**config.mk**
```make
export PLATFORM = sky130hd
export DESIGN_NAME = led_top
export DESIGN_NICKNAME = d
export VERILOG_FILES = /design/src/rtl/led_top_pkg.sv /design/src/rtl/ws2812_tx.sv /design/src/rtl/led_top.sv
export SDC_FILE = /design/constraint.sdc
export NUM_CORES = 2
export LEC_CHECK = 0
export ABC_AREA = 1
export CAP_MARGIN = 20
export CORE_ASPECT_RATIO = 1.75
export CORE_MARGIN = 5
export CORE_UTILIZATION = 25
export CTS_CLUSTER_SIZE = 16
export DETAILED_ROUTE_END_ITERATION = 10
export GPL_TIMING_DRIVEN = 0
export MAX_ROUTING_LAYER = met4
export PLACE_DENSITY = 0.4
export RECOVER_POWER = 25
export SLEW_MARGIN = 20
export SYNTH_ARGS = -nofsm -noshare
export SYNTH_HDL_FRONTEND = slang
export SYNTH_SLANG_ARGS = --single-unit
```
**constraint.sdc**
```tcl
create_clock -name inclk -period 11.57 [get_ports inclk]
set_input_delay 2.314 -clock inclk [delete_from_list [all_inputs] [get_ports inclk]]
set_output_delay 2.314 -clock inclk [all_outputs]
set_load 0.03 [all_outputs]
```
**src/rtl/led_top_pkg.sv**
```systemverilog
// Shared definitions for the WS2812 LED strip controller:
// SPI command codes, the byte type and the encoder state encoding.
package led_top_pkg;

    typedef logic [7:0] byte_t;

    localparam byte_t CMD_WR   = 8'hDA;
    localparam byte_t CMD_SHOW = 8'hDB;

    typedef enum logic [2:0] {
        IDLE,
        LOAD,
        HIGH,
        LOW,
        LATCH
    } tx_state_t;

endpackage

```
**src/rtl/ws2812_tx.sv**
```systemverilog
// WS2812 frame encoder: walks the frame buffer byte by byte and emits
// each bit MSB first as a pulse-width coded high/low pair, then holds the
// line low for the latch time. A start request that arrives while a frame
// is in flight is remembered and honoured straight after the latch period.
module ws2812_tx
    import led_top_pkg::*;
#(
    parameter int NUM_LEDS = 64,
    parameter int BIT_CYC  = 63,
    parameter int T0H_CYC  = 20,
    parameter int T1H_CYC  = 40,
    parameter int RST_CYC  = 15000,
    localparam int NBYTES  = NUM_LEDS * 3,
    localparam int AW      = $clog2(NBYTES + 1)
) (
    input  logic          clk,
    input  logic          rst,
    input  logic          start,
    output logic          busy,
    output logic [AW-1:0] addr,
    input  byte_t         rdata,
    output logic          zerodata
);

    localparam int MAXC = (RST_CYC > BIT_CYC) ? RST_CYC : BIT_CYC;
    localparam int CW   = $clog2(MAXC + 1);

    tx_state_t     state;
    logic [CW-1:0] cnt;
    logic [2:0]    bit_idx;
    byte_t         shreg;
    logic [AW-1:0] byte_idx;
    logic          pending;
    logic [CW-1:0] hi_last;

    // The byte index advances as soon as a byte is latched, so the buffer
    // read for the next byte has a whole byte time to settle before LOAD.
    assign addr = byte_idx;
    assign busy = (state != IDLE);

    // Last HIGH count of the bit currently being sent.
    always_comb begin
        hi_last = shreg[7] ? CW'(T1H_CYC - 1) : CW'(T0H_CYC - 1);
    end

    // Encoder FSM; zerodata is registered and is high exactly in HIGH.
    always_ff @(posedge clk) begin
        if (rst) begin
            state    <= IDLE;
            zerodata <= 1'b0;
            cnt      <= '0;
            bit_idx  <= '0;
            shreg    <= '0;
            byte_idx <= '0;
            pending  <= 1'b0;
        end else begin
            if (start && state != IDLE) begin
                pending <= 1'b1;
            end
            case (state)
                IDLE: begin
                    zerodata <= 1'b0;
                    if (start) begin
                        state <= LOAD;
                    end
                end
                LOAD: begin
                    shreg    <= rdata;
                    byte_idx <= byte_idx + AW'(1);
                    bit_idx  <= 3'd7;
                    cnt      <= '0;
                    zerodata <= 1'b1;
                    state    <= HIGH;
                end
                HIGH: begin
                    cnt <= cnt + CW'(1);
                    if (cnt == hi_last) begin
                        zerodata <= 1'b0;
                        state    <= LOW;
                    end
                end
                LOW: begin
                    if (cnt == CW'(BIT_CYC - 1)) begin
                        cnt <= '0;
                        if (bit_idx == 3'd0) begin
                            if (byte_idx == AW'(NBYTES)) begin
                                byte_idx <= '0;
                                state    <= LATCH;
                            end else begin
                                state <= LOAD;
                            end
                        end else begin
                            bit_idx  <= bit_idx - 3'd1;
                            shreg    <= {shreg[6:0], 1'b0};
                            zerodata <= 1'b1;
                            state    <= HIGH;
                        end
                    end else begin
                        cnt <= cnt + CW'(1);
                    end
                end
                LATCH: begin
                    if (cnt == CW'(RST_CYC - 1)) begin
                        cnt <= '0;
                        if (pending || start) begin
                            pending <= 1'b0;
                            state   <= LOAD;
                        end else begin
                            state <= IDLE;
                        end
                    end else begin
                        cnt <= cnt + CW'(1);
                    end
                end
                default: begin
                    zerodata <= 1'b0;
                    state    <= IDLE;
                end
            endcase
        end
    end

endmodule

```
**src/rtl/led_top.sv**
```systemverilog
// NeoPixel strip controller top: oversampled SPI-like receiver, command
// decode and frame buffer, driving the ws2812_tx encoder.
// Optional build macro LEDTOP_AUTO_SHOW_EN: filling the last buffer
// location starts a frame as if CMD_SHOW had been received.
module led_top
    import led_top_pkg::*;
#(
    parameter int NUM_LEDS = 64,
    parameter int BIT_CYC  = 63,
    parameter int T0H_CYC  = 20,
    parameter int T1H_CYC  = 40,
    parameter int RST_CYC  = 15000
) (
    input  logic inclk,
    input  logic rst,
    input  logic SPI_CLK,
    input  logic data,
    input  logic le,
    input  logic DC,
    output logic zerodata
);

    localparam int NBYTES = NUM_LEDS * 3;
    localparam int AW     = $clog2(NBYTES + 1);

    logic [1:0]    sck_sync, dat_sync, le_sync, dc_sync;
    logic          sck_prev;
    logic          sck_s, dat_s, le_s, dc_s, sck_rise;
    logic [2:0]    bitcnt;
    logic [6:0]    sr;
    byte_t         new_byte;
    logic          byte_done, is_cmd, wr_ok, show_cmd;
    logic [AW-1:0] wptr;
    logic          wen;
    byte_t         mem [NBYTES];
    byte_t         rdata;
    logic [AW-1:0] rd_addr;
    logic          tx_start, tx_busy;

    // Two-flop synchronizers for the asynchronous SPI pins.
    always_ff @(posedge inclk) begin
        if (rst) begin
            sck_sync <= '0;
            dat_sync <= '0;
            le_sync  <= '1;
            dc_sync  <= '0;
            sck_prev <= 1'b0;
        end else begin
            sck_sync <= {sck_sync[0], SPI_CLK};
            dat_sync <= {dat_sync[0], data};
            le_sync  <= {le_sync[0], le};
            dc_sync  <= {dc_sync[0], DC};
            sck_prev <= sck_sync[1];
        end
    end

    assign sck_s    = sck_sync[1];
    assign dat_s    = dat_sync[1];
    assign le_s     = le_sync[1];
    assign dc_s     = dc_sync[1];
    assign sck_rise = sck_s & ~sck_prev;

    // Byte assembly and decode happen on the same sampled edge.
    always_comb begin
        new_byte  = {sr, dat_s};
        byte_done = ~le_s & sck_rise & (bitcnt == 3'd7);
        is_cmd    = byte_done & ~dc_s;
        wr_ok     = byte_done & dc_s & wen & (wptr < AW'(NBYTES));
        show_cmd  = is_cmd & (new_byte == CMD_SHOW);
`ifdef LEDTOP_AUTO_SHOW_EN
        tx_start  = show_cmd | (wr_ok & (wptr == AW'(NBYTES - 1)));
`else
        tx_start  = show_cmd;
`endif
    end

    // Shift register, bit counter, write pointer and write-enable.
    always_ff @(posedge inclk) begin
        if (rst) begin
            bitcnt <= '0;
            sr     <= '0;
            wptr   <= '0;
            wen    <= 1'b0;
        end else begin
            if (le_s) begin
                bitcnt <= '0;
            end else if (sck_rise) begin
                sr     <= new_byte[6:0];
                bitcnt <= bitcnt + 3'd1;
            end
            if (is_cmd) begin
                if (new_byte == CMD_WR) begin
                    wptr <= '0;
                    wen  <= 1'b1;
                end else if (new_byte != CMD_SHOW) begin
                    wen <= 1'b0;
                end
            end
            if (wr_ok) begin
                wptr <= wptr + AW'(1);
            end
        end
    end

    // Frame buffer write port; contents survive reset.
    always_ff @(posedge inclk) begin
        if (wr_ok) begin
            mem[wptr] <= new_byte;
        end
    end

    // Registered read port feeding the encoder (one cycle of latency).
    always_ff @(posedge inclk) begin
        rdata <= (rd_addr < AW'(NBYTES)) ? mem[rd_addr] : '0;
    end

    ws2812_tx #(
        .NUM_LEDS (NUM_LEDS),
        .BIT_CYC  (BIT_CYC),
        .T0H_CYC  (T0H_CYC),
        .T1H_CYC  (T1H_CYC),
        .RST_CYC  (RST_CYC)
    ) u_tx (
        .clk      (inclk),
        .rst      (rst),
        .start    (tx_start),
        .busy     (tx_busy),
        .addr     (rd_addr),
        .rdata    (rdata),
        .zerodata (zerodata)
    );

endmodule

```
* Word-level counts from Yosys, hierarchy flattened
Memory sizes are Yosys's and may differ from the RTL's. A register that Yosys moved wholly into a read port is not among the register bits.
Index checks and enable logic that the tools add are counted.
** Storage, ports and cells
- Memories kept :: 1
- Latch bits :: 0
- Output and inout bits :: 1
- Bits in registers :: 66
- RAM bits :: 1536
- ROM bits :: 0
** Operators by class
- Add/subtract/negate cells :: 5
- Bitwise gates (word level) :: 12
- Equality and inequality tests :: 19
- Reduce and logical (&&, ||, !) cells :: 19
- Mux-type cells :: 37
- Div/mod/pow operators :: 0
- Multiply operators :: 0
- Order comparisons :: 2
- Shift operators :: 0
** Memories
- mem :: words 192, bits a word 8, read ports 1, clocked after Yosys merged registers in 1, write ports 1, line led_top.sv:35 : byte_t mem [NBYTES];
** Operator list (number)
- $mux W8 :: 8
- $pmux W14 S4 :: 1
- $pmux W8 S2 :: 2
- $mux W14 :: 2
- $eq A8 B8 Y1 const B :: 3
- $mux W3 :: 8
- $add A8 B1 Y8 const B :: 2
- $lt A8 B8 Y1 const B :: 2
- $pmux W3 S5 :: 1
- $add A14 B1 Y14 const B :: 1
- $eq A14 B14 Y1 :: 1
- $eq A14 B14 Y1 const B :: 1
- $eq A14 B6 Y1 const B :: 1
- $mux W1 :: 12
- $ne A2 B1 Y1 const B :: 6
- $reduce_and A4 Y1 :: 3
- $and A1 B1 Y1 :: 8
- $ne A8 B8 Y1 const B :: 1
- $reduce_bool A2 Y1 :: 4
- $eq A3 B2 Y1 const B :: 2
- $eq A3 B3 Y1 const B :: 2
- $logic_not A3 Y1 :: 2
- $mux W6 :: 1
- $pmux W3 S2 :: 1
- 14 further kinds :: 19

* Longest topological paths before layout
- Word-level depth :: 11
- Depth in mapped cells :: 17
- Mapped depth without buffers :: 15

* Hierarchy
Synthesis repeated with hierarchy kept, for this count alone.
** Unflattened totals
- Cell total of the unflattened synthesis :: 5873
- Area total of the unflattened synthesis :: 66268.6 µm²
** By module, submodules not included
- led_top :: seq. area each 46844.9 µm², area each 63978.9 µm², instances 1, cells an instance 5522
- ws2812_tx :: seq. area each 760.7 µm², area each 2289.7 µm², instances 1, cells an instance 351

* Least setup slack after synthesis
Ideal clock, no wire load.
- Path type :: register to register
- Start point :: register sr[6]
- End point :: register u_tx.state[0]
- Setup slack :: 7.329 ns
- Data arrival time :: 4.125 ns
- Cell stages (with the launch flop) :: 11
- Clock period less this slack :: 4.241 ns
- Path buffers :: 0
- Required time :: 11.454 ns
- Library setup time :: 0.116 ns
- Cell sequence :: dfxtp_1 nand2_1 nor2_1 nand4_1 nand2b_1 nor2_1 nor2_1 nor2_1 nand2_1 o21ai_0 nor2_1
** On the way
- Cells in the longest elaborated chain, start to end :: 6
- Elaborated cells between the ends (all ways) :: 8
- Classes of those cells :: 2 x eq/ne; 3 x mux; 1 x bitwise; 2 x reduce/logical
** Ends and longest elaborated chain
- from (decl) :: line led_top.sv:30 : logic [6:0] sr;
- from (signal assigned) :: line led_top.sv:88 : sr <= new_byte[6:0];
- $eq A8 B8 Y1 (*) :: line led_top.sv:69 : show_cmd = is_cmd & (new_byte == CMD_SHOW);
- $and A1 B1 Y1 (*) :: line led_top.sv:69
- $logic_or A1 B1 Y1 :: line ws2812_tx.sv:105 : if (pending || start) begin
- $mux W1 :: line ws2812_tx.sv:105
- $mux W3 :: line ws2812_tx.sv:103 : if (cnt == CW'(RST_CYC - 1)) begin
- $pmux W3 S5 :: line ws2812_tx.sv:60 : case (state)
- to (signal assigned) :: line ws2812_tx.sv:64 : state <= LOAD;
- to (signal assigned) :: line ws2812_tx.sv:107 : state <= LOAD;
- to (signal assigned) :: line ws2812_tx.sv:109 : state <= IDLE;
- to (decl) :: line ws2812_tx.sv:28 : tx_state_t state;
Every way passes the cells marked *; elsewhere a longest branch is shown, timed or not. The select of a mux whose other input is x is not followed.
A chain may end at the register's enable or synchronous reset.

* Worst setup path in the final report
- Start point :: register sr[6]
- End point :: memory mem[30][7] (netlist bit), data pin
** RTL lines (line)
- to (decl) :: led_top.sv:35
No word-level cell before the write port.

==> metrics.md <==
| Metric | Value |
|---|---|
| Clk_lat worst skew | 0.86 ns |
| Commonest cells in the netlist | 1536 x edfxtp_1, 1267 x nand2_1, 1083 x nor2_1 |
| CP Cell Sequence | clkbuf_1, clkbuf_1, buf_12, buf_12 |
| Hold Path Class | flip-flop to flip-flop |
| Worst slew pin tran | 3.35 ns |
| Failing checks | capacitance limit, slew limit |
| Initial DRC Count | 5693 |
| Post-synth EDFFs | 1536 |
| First-pass GRT wire length | 479000 um |
| Vias in the first global route | 48226 |
| Netlist Area Pre-Place | 66800 um2 |
| Die Height | 694 um |
| Final net count | 6245 |
| Total negative slack | 0 ns |
| Ranking of synthesized cells by area | edfxtp_1 69%, nand2_1 7.1%, nor2_1 6.1% |
| Ys flop type | edfxtp_1 |
| Pwr dens | 201 nW/um2 |
| Final hold violation count | 0 |
| Total CTS buffers | 163 |
| DP Cell Count | 9602 |
| Crit path max fanout | 48 |
| Final Slew Violations | 779 |
| Initial antenna violation count | 27 |
| Horiz. Die Dim | 401 um |
| Final Non-Filler Cells | 9909 |
| Die area | 278000 um2 |
| Ys async rst share | 0% |
| Power, Total | 0.0157 W |
| Clk sinks | 1610 |
| Critical path buffers and inverters | 4 |
| Clock transition at path regs | 0.06 ns |
| IO buf count | 5 |
| Unrepaired setup endpoints after global routing | no |
| DRC viols | 0 |
| Final WL | 374000 um |
| Largest net degree at the start of global routing | 67 |
| Met3 wire length | 21700 um |
| Post-route clock period utilization | 49.2% |
| Routed Antenna Nets | 0 |
| YS warnings | 0 |
| Worst VDD drop | 143 uV |
| Routed wl met2 | 185000 um |
| Synth area leader | edfxtp_1 |
| CTS H-tree depth | 4 |
| Yosys reg bits | 1610 |
| Worst Setup Start Kind | flip-flop |
| First-pass detailed-route iteration total | 6 |
| R2R Setup Slk | 5.88 ns |
| Post_cts resized | 0 |
| Max-cap violations | 17 |
| Max-slew headroom | -124% |
| Clk buf depth | 4 |
| CP top delay family | buffers and inverters |
| GPL Wtd Cong | 1.07 |
| Slowest-stage cell, CP | clkbuf_1 |
| Final setup vio count | 0 |
| Gr usage total | 26.8% |
| Critical Path RT | 12.20 ns |
| WL/cell | 37.7 um |
| Top cell type's share of synthesized area | 69.1% |
| R2R Path Start | sr[6] |
| Number of buffers added to fix hold violations after cts | 0 |
| Clk Tree Root Cell | clkbuf_16 |
| Critical Setup Path Class | flip-flop to flip-flop |
| Crit-path max cell delay | 2.05 ns |
| Hpwl dp | 275000 um |
| Register area share after synthesis | 71.3% |
| Post-synth cell types | 48 |
| Synth Net Count | 5994 |
| Post-CTS Setup Inserts | 0 |
| Clock skew | 0.0410 ns |
| Critical Path AT | 6.32 ns |
| Via density | 5.04 |
| Max Clock Freq | 0.176 GHz |
| Minimum clock period | 5.69 ns |
| Core area | 267000 um2 |
| Area growth, synth to finish | 16.6% |
| Min-delay src | dat_sync[0] |
| Vias | 49962 |
| Rows | 251 |
| Hold path depth | 2 |
| Post-Syn Instances | 5976 |
| Met1 WL | 122000 um |
| Reg2Reg Depth | 4 |
| Total gr overflow | 0 |
| TritonCTS clock tree | built |
| Highest Signal Layer | met4 |
| Run status | finished, violations left |
| Final core utilization | 29.2% |
| I/O Pins | 7 |
| Lkg Pwr | 27.6 nW |
| CP Capture Type | flip-flop |
| Initial Util | 25.0% |
| Cell with the most instances after synthesis | edfxtp_1 |
| WHS Endpoint | dat_sync[1] |
| Syn Area/Cell | 11.2 um2 |
| Worst r2r dst | mem[30][7] |
| Fraction of layout cells with a size suffix above 1 | 11.4% |
==> cell type report <==
type	count	area, um2
Buffer	350	1930
Clock inverter	89	778
Inverter	255	957
Fill cell	27509	189000
Multi-Input combinational cell	3761	16700
Sequential cell	1610	47600
Clock buffer	192	4280
Timing Repair Buffer	86	1160
Tap cell	3542	4430
Antenna cell	24	60.1
==> worst min-delay path, delay by kind of cell, from the launching register on <==
kind | cells | cell delay [ns]
DFF | 1 | 0.30
buffers and inverters | 1 | 0.04
and+or+nand+nor | 1 | 0.03
==> sequential cells by signal, summed over array words and instances (netlist names), 2 cells and up <==
register      cells
u_tx.state        3
bitcnt            3
u_tx.shreg        8
mem            1536
u_tx.addr         8
wptr              8
u_tx.bit_idx      3
sr                7
rdata             8
dc_sync           2
le_sync           2
u_tx.cnt         14
sck_sync          2
dat_sync          2
==> routing by layer <==
metal	GRT usage [%]	vias up
met2	45.1	2559
met1	26.0	25231
met3	4.14	1039
met4	26.3	0
met5	-	-
li1	-	21133
==> placed cells by master (no fill, tap or decap), types with 24 or more instances in the layout <==
master        n
buf_2       178
nand3_1     610
a21oi_1     131
nor2_2      102
buf_6        34
clkbuf_16   167
o21ai_1      84
clkbuf_1     88
o21ai_0     410
dfxtp_1      74
o211ai_1     75
nor2_1      984
nand2_1    1265
diode_2      24
clkinv_1     34
inv_1       245
clkinv_2     34
buf_4        69
buf_1        26
edfxtp_1   1536
==> power breakdown <==
group	internal (W)	leakage [nW]	total (W)	switching, W
logic	0.000742	9.72	0.00392	0.00317
clock network	0.00293	2.49	0.00538	0.00245
registers	0.00633	15.4	0.00635	0.0000267
==> metrics by stage <==
| stage | hold WS [ns] | setup slack [ns] | cell area [um2] |
|---|---|---|---|
| after floorplan | 0.388 | 7.33 | 66800 |
| after detailed placement | 0.386 | 6.93 | 73000 |
| final | 0.405 | 5.88 | 77900 |
| after CTS | 0.396 | 6.89 | 78100 |
| after global placement | 0.399 | 1.91 | 71300 |
| after global routing | 0.430 | 5.95 | 77800 |
==> kinds of logic after synthesis <==
logic type               Yosys count  share of synthesized area [%]
flip-flops                      1610                           71.3
AND/OR/NAND/NOR                 3028                           18.5
AO/OA/AOI/OAI                    718                           5.77
buffers and inverters            605                           4.23
XOR/XNOR                           3                         0.0393
adder cells (fa/ha/maj)           12                          0.225
==> worst max path at each step <==
stage,from,endpoint,slack [ns],depth (start not counted)
floorplan,sr[6],u_tx.state[0],7.33,10
CTS,u_tx.addr[1],rdata[3],6.89,11
finish,sr[6],mem[30][7],5.88,4
global route,sr[6],mem[119][7],5.95,4
detailed placement,u_tx.addr[1],rdata[3],6.93,11
global placement,sr[2],u_tx.state[0],1.91,8
(Power assumes the default switching activity.)
